[config.mk]
export PLATFORM = sky130hd
export DESIGN_NAME = mac_stop_accum
export DESIGN_NICKNAME = d
export VERILOG_FILES = /design/src/rtl/mac_pkg.sv /design/src/rtl/mac_accumulator.sv /design/src/rtl/mac_stop_accum.sv
export SDC_FILE = /design/constraint.sdc
export NUM_CORES = 1
export LEC_CHECK = 0
export BUFFER_PORTS_ARGS = -buffer_cell sky130_fd_sc_hd__buf_2
export CORE_MARGIN = 3
export CORE_UTILIZATION = 53
export DETAILED_ROUTE_END_ITERATION = 6
export MAX_ROUTING_LAYER = met4
export PLACE_DENSITY_LB_ADDON = 0.08
export SLEW_MARGIN = 15
export SYNTH_ARGS = -nofsm -noshare
export SYNTH_HDL_FRONTEND = slang
export SYNTH_HIERARCHICAL = 1
export SYNTH_SLANG_ARGS = --single-unit
[constraint.sdc]
create_clock -name clk -period 3.2 [get_ports clk]
set_input_delay 0.48 -clock clk [delete_from_list [all_inputs] [get_ports clk]]
set_output_delay 0.48 -clock clk [all_outputs]
set_load 0.1 [all_outputs]
[src/rtl/mac_pkg.sv]
`default_nettype none
// ============================================================================
//  Module   : mac_pkg
//  Purpose  : Shared helpers for the matrix-multiply accumulate stage:
//             result-width and index-width functions, plus the element
//             position record {row, col, k} carried with each beat.
//  Ports    : none (package)
//  Revision : 1.0 - initial release
// ============================================================================
package mac_pkg;

  // Widest index any instance may use; per-instance widths are narrower and
  // are extracted from the low bits of each field.
  localparam int IDX_MAX_W = 16;

  // Accumulator/result width: a full-scale product is 2*dw bits and summing
  // k of them needs clog2(k) extra bits.
  function automatic int result_width(input int dw, input int k);
    return 2 * dw + $clog2(k);
  endfunction

  // Index width, kept at least 1 bit so degenerate sizes stay legal.
  function automatic int idx_width(input int n);
    return (n > 1) ? $clog2(n) : 1;
  endfunction

  typedef struct packed {
    logic [IDX_MAX_W-1:0] row;
    logic [IDX_MAX_W-1:0] col;
    logic [IDX_MAX_W-1:0] k;
  } elem_pos_t;

endpackage
`default_nettype wire

[src/rtl/mac_accumulator.sv]
`default_nettype none
// ============================================================================
//  Module   : mac_accumulator
//  Purpose  : Accumulator register plus the clear/add/finish datapath for
//             one C element.
//  Ports    : clk, reset  - clock, synchronous active-high reset
//             en          - accept this beat's product
//             clear       - first product of an element (restart the sum)
//             product     - unsigned product for this beat
//             sum         - acc + product (combinational); the finished
//                           element value when the beat is the last k
//  Revision : 1.0 - initial release
// ============================================================================
module mac_accumulator
  import mac_pkg::*;
#(
  parameter int PROD_WIDTH   = 64,
  parameter int RESULT_WIDTH = 66
) (
  input  logic                    clk,
  input  logic                    reset,
  input  logic                    en,
  input  logic                    clear,
  input  logic [PROD_WIDTH-1:0]   product,
  output logic [RESULT_WIDTH-1:0] sum
);

  logic [RESULT_WIDTH-1:0] acc;
  logic [RESULT_WIDTH-1:0] product_ext;

  assign product_ext = RESULT_WIDTH'(product);
  assign sum         = acc + product_ext;

  // On the last k the register still takes the sum; its content is
  // irrelevant afterwards because the next element starts with a clear.
  always_ff @(posedge clk) begin
    if (reset) begin
      acc <= '0;
    end else if (en) begin
      acc <= clear ? product_ext : sum;
    end
  end

endmodule
`default_nettype wire

[src/rtl/mac_stop_accum.sv]
`default_nettype none
// ============================================================================
//  Module   : mac_stop_accum
//  Purpose  : Accumulate stage of C = A x B. Sums the K products of each
//             C[i][j], emits one C RAM write per element and stops once all
//             M*N elements have been written.
//  Ports    : clk, reset                    - clock, sync active-high reset
//             product_reg                   - unsigned product for the beat
//             matrix_a_col_addr_counter_reg - k (A column)
//             matrix_b_row_addr_counter_reg - k (B row), used only by the
//                                             optional index check
//             matrix_a_row_addr_counter_reg - i
//             matrix_b_col_addr_counter_reg - j
//             mult_done_reg                 - beat valid
//             data_out_c, row_addr_c,
//             col_addr_c, matrix_c_we       - C RAM write port
//             mac_done                      - sticky, all elements written
//             index_err                     - sticky, only with the macro
//  Config   : MAC_INDEX_CHECK_EN - compare A column against B row per beat;
//             mismatching beats are dropped and raise index_err.
//  Revision : 1.0 - initial release
// ============================================================================
module mac_stop_accum
  import mac_pkg::*;
#(
  parameter int M                        = 4,
  parameter int K                        = 4,
  parameter int N                        = 4,
  parameter int DATA_WIDTH_INIT_MATRIX   = 32,
  parameter int DATA_WIDTH_RESULT_MATRIX = result_width(DATA_WIDTH_INIT_MATRIX, K)
) (
  input  logic                                clk,
  input  logic                                reset,
  input  logic [2*DATA_WIDTH_INIT_MATRIX-1:0] product_reg,
  input  logic [$clog2(K)-1:0]                matrix_a_col_addr_counter_reg,
  input  logic [$clog2(K)-1:0]                matrix_b_row_addr_counter_reg,
  input  logic [$clog2(M)-1:0]                matrix_a_row_addr_counter_reg,
  input  logic [$clog2(N)-1:0]                matrix_b_col_addr_counter_reg,
  input  logic                                mult_done_reg,
  output logic [DATA_WIDTH_RESULT_MATRIX-1:0] data_out_c,
  output logic                                matrix_c_we,
  output logic                                mac_done,
  output logic [$clog2(M)-1:0]                row_addr_c,
  output logic [$clog2(N)-1:0]                col_addr_c
`ifdef MAC_INDEX_CHECK_EN
  ,
  output logic                                index_err
`endif
);

  localparam int MW = idx_width(M);
  localparam int NW = idx_width(N);
  localparam int PW = 2 * DATA_WIDTH_INIT_MATRIX;

  elem_pos_t                         pos;
  logic                              beat;
  logic                              k_first;
  logic                              k_last;
  logic                              last_elem;
  logic [DATA_WIDTH_RESULT_MATRIX-1:0] sum;

  assign pos.row = IDX_MAX_W'(matrix_a_row_addr_counter_reg);
  assign pos.col = IDX_MAX_W'(matrix_b_col_addr_counter_reg);
  assign pos.k   = IDX_MAX_W'(matrix_a_col_addr_counter_reg);

  assign k_first   = (pos.k == '0);
  assign k_last    = (pos.k == IDX_MAX_W'(K - 1));
  assign last_elem = (pos.row == IDX_MAX_W'(M - 1)) && (pos.col == IDX_MAX_W'(N - 1));

`ifdef MAC_INDEX_CHECK_EN
  logic idx_match;
  assign idx_match = (matrix_a_col_addr_counter_reg == matrix_b_row_addr_counter_reg);
  // A mismatching beat never reaches the accumulator or the write port.
  assign beat      = mult_done_reg && !mac_done && idx_match;

  always_ff @(posedge clk) begin
    if (reset) begin
      index_err <= 1'b0;
    end else if (mult_done_reg && !mac_done && !idx_match) begin
      index_err <= 1'b1;
    end
  end
`else
  // The B row index only matters to the optional check.
  logic unused_b_row;
  assign unused_b_row = ^matrix_b_row_addr_counter_reg;
  assign beat         = mult_done_reg && !mac_done;
`endif

  mac_accumulator #(
    .PROD_WIDTH   (PW),
    .RESULT_WIDTH (DATA_WIDTH_RESULT_MATRIX)
  ) u_acc (
    .clk     (clk),
    .reset   (reset),
    .en      (beat),
    .clear   (k_first),
    .product (product_reg),
    .sum     (sum)
  );

  // Write port: the strobe is a single-cycle pulse raised by the edge that
  // samples the last-k beat; done is raised on the same edge as the final
  // element's write and then gates off every later beat.
  always_ff @(posedge clk) begin
    if (reset) begin
      data_out_c  <= '0;
      row_addr_c  <= '0;
      col_addr_c  <= '0;
      matrix_c_we <= 1'b0;
      mac_done    <= 1'b0;
    end else begin
      matrix_c_we <= 1'b0;
      if (beat && k_last) begin
        data_out_c  <= sum;
        row_addr_c  <= pos.row[MW-1:0];
        col_addr_c  <= pos.col[NW-1:0];
        matrix_c_we <= 1'b1;
        if (last_elem) begin
          mac_done <= 1'b1;
        end
      end
    end
  end

endmodule
`default_nettype wire

==> flow_metrics.env <==
export IMPL_critPathRequiredTime_ps=3510
export IMPL_maxSlewViolCount=0
export IMPL_root_buffer="clkbuf_16"
export IMPL_cap_viol_max_count=0
export IMPL_fin_nets=1668
export IMPL_initial_core_util_pct=54.4
export IMPL_crit_fanout=5
export IMPL_final_cell_mix="buf_4, nand2_1, nand2b_1, buf_2, dfxtp_1"
export IMPL_p_per_area_nw_per_um2=532
export IMPL_vias=10100
export IMPL_cts_tree="done"
export IMPL_htreeDepth=4
export IMPL_grt_ovfl_total=0
export IMPL_fp_row_count=50
export IMPL_hold_ws_ps=309
export IMPL_p_leak_nw=5.94
export IMPL_final_util_pct=70.2
export IMPL_vias_per_cell=5.59
export IMPL_hold_viol=0
export IMPL_wl_per_cell_um=16.0
export IMPL_setup_viol=0
export IMPL_dr_pass1_iters=6
export IMPL_dieArea_um2=21100
export IMPL_ant_nets=0
export IMPL_worst_pin_slew_ps=841
export IMPL_wl_um=28900
export IMPL_ir_worst_vdd_v=0.000405
export IMPL_grt_pass1_wl_um=47700
export IMPL_ys_seq_area_share_pct=26.9
export IMPL_fin_cells=1801
export IMPL_syn_num_nets=1413
export IMPL_dp_cells=1757
export IMPL_synth_cells=1273
export IMPL_path_buf_inv=0
export IMPL_drt_iter0_markers=620
export IMPL_ys_types=82
export IMPL_end_kind="flip-flop"
export IMPL_ys_seq_elements=138
export IMPL_grt_usage_pct=27.3
export IMPL_fin_skew_ps=9.78
export IMPL_place_area_um2=12100
export IMPL_syn_to_final_growth_pct=29.1
export IMPL_ys_warnings_count=6
export IMPL_worstSetupPathType="reg -> reg"
export IMPL_worst_ep_arrival_time_ps=3430
export IMPL_critPathLaunchType="flip-flop"
export IMPL_status="finished, final reports clean"
export IMPL_async_flop_share_pct=0
export IMPL_die_h_um=145
export IMPL_post_dp_hpwl_um=20700
export IMPL_period_share_pct=97.3
export IMPL_coreArea_um2=18900
export IMPL_die_w_um=145
export IMPL_port_buffers=144
export IMPL_crit_path_cell_trace="ha_1, a211oi_1, o21ai_1, a221oi_1, o21ai_0, nor4b_2, a21oi_4, a21oi_1, xnor2_1, nand2_1, a311oi_1"
export IMPL_drive_above_1_share_pct=28.2
export IMPL_clk_latency_ps=430
export IMPL_grt_pass1_vias=9655
export IMPL_gp_congestion=0.972
export IMPL_antenna_cells=0
export IMPL_timing_fmax_mhz=321
export IMPL_fin_setup_tns_ps=0
export IMPL_path_clk_slew_ps=70
export IMPL_final_common_cell="buf_4"
export IMPL_numCtsBuffers=17
export IMPL_ctsHoldBuffers=0
export IMPL_slowest_delay_ps=430
export IMPL_drc=0
export IMPL_maxSlewHeadroom_pct=43.9
export IMPL_ys_flop_type="dfxtp_1"
export IMPL_synth_edf_count=0
export IMPL_pin_count=147
export IMPL_syn_area_per_cell_um2=8.07
export IMPL_critPathTopFamily="compound AO/OA/AOI/OAI gates"
export IMPL_grt_start_max_net_pins=203
export IMPL_hp_class="in -> reg"
export IMPL_slowest_stage="a221oi_1"
export IMPL_cts_sinks=138
export IMPL_clockBufferDepth=2
export IMPL_period_needed_ps=3110
export IMPL_antenna_found_initial=0
export IMPL_rsz0062_at_grt="yes"
export IMPL_fillers=1604
export IMPL_synth_cell_area_um2=10300
export IMPL_final_cell_area_um2=13300
## flip-flops by register name (all words and copies together) (netlist names)
signal and flops:
col_addr_c 2, data_out_c 66, mac_done 1, matrix_c_we 1
row_addr_c 2, u_acc/acc 66
## worst paths after layout
kind / start / end / slack [ps] / cells after the start
worst min register to register: data_out_c[48] / data_out_c[48] / 470 / 2
worst max-delay path: u_acc/acc[36] / u_acc/acc[55] / 90 / 11
worst min-delay path: product_reg[58] / u_acc/acc[58] / 310 / 3
worst max register to register: u_acc/acc[36] / u_acc/acc[55] / 90 / 11
## where the power goes
part,internal [mW],leakage (nW),switching (mW)
clock,1.35,0.314,0.872
combinational,1.19,4.49,1.70
sequential,1.87,1.13,0.0838
## metrics by stage
stage	setup WS [ps]	power, mW
final	86.6	7.06
after global routing	-107	7.43
after CTS	-29.6	6.99
after detailed placement	-417	4.71
after global placement	-418	4.68
after floorplan	96.0	3.86
## cell usage after synthesis (6+ instances only)
cell type / n / share of area, %
inv_1: 24 / 0.88
nand2b_1: 145 / 8.8
a311oi_1: 34 / 2.9
o211ai_1: 11 / 0.80
nor3_1: 12 / 0.58
mux2i_1: 91 / 8.9
a31oi_1: 10 / 0.61
a211oi_1: 26 / 1.9
o21a_1: 6 / 0.44
a31o_2: 7 / 0.60
buf_6: 12 / 1.3
clkbuf_1: 47 / 1.7
nand4_1: 16 / 0.97
nor2b_1: 11 / 0.67
nor2_1: 108 / 3.9
xor2_1: 26 / 2.2
o21ai_0: 40 / 1.9
o21bai_1: 16 / 1.2
a21oi_1: 83 / 4.0
nand2_1: 150 / 5.5
buf_2: 10 / 0.49
ha_1: 64 / 7.8
and3_1: 10 / 0.61
a21o_1: 24 / 1.8
nand3_1: 16 / 0.78
dfxtp_1: 138 / 27
xnor2_1: 35 / 3.0
## final cells by class
class / count / area [µm²] / share of cell area, %
multi-input combinational: 1027 / 7340 / 55.4
sequential: 138 / 2760 / 20.8
timing repair buffer: 320 / 2090 / 15.8
clock buffer: 18 / 439 / 3.31
tap: 260 / 325 / 2.45
clock inverter: 14 / 209 / 1.58
inverter: 24 / 90.1 / 0.679
## what timing repair did
item	CTS	global route
resized for setup	22	46
pin swaps	9	18
endpoints found under the setup margin	27	59
buffers inserted	5	7
## tightest hold or removal path, delay by kind of cell
| family | cells | cell delay [ps] |
|---|---|---|
| buf+inv | 1 | 100 |
| compound gates | 2 | 120 |
## metal layers
metal	vias to the layer above	track usage, %	share of wire (%)
li1	5032	-	-
met1	4702	37.8	48
met2	292	42.0	46
met3	37	3.62	4.8
met4	0	7.60	1.6
met5	-	-	0
## logic make-up (layout without fill, tap and decap cells)
family / after synthesis / count (layout) / synth area share, %
buffers and inverters: 108 / 376 / 5.47
and+or+nand+nor: 498 / 498 / 24.1
muxes: 91 / 91 / 8.87
adders and majority gates: 65 / 65 / 7.99
xor gates and xnor gates: 63 / 63 / 5.52
DFF: 138 / 138 / 26.9
AOI/OAI and AO/OA: 310 / 310 / 21.1
Note: power is estimated with default switching activity, not from simulation.
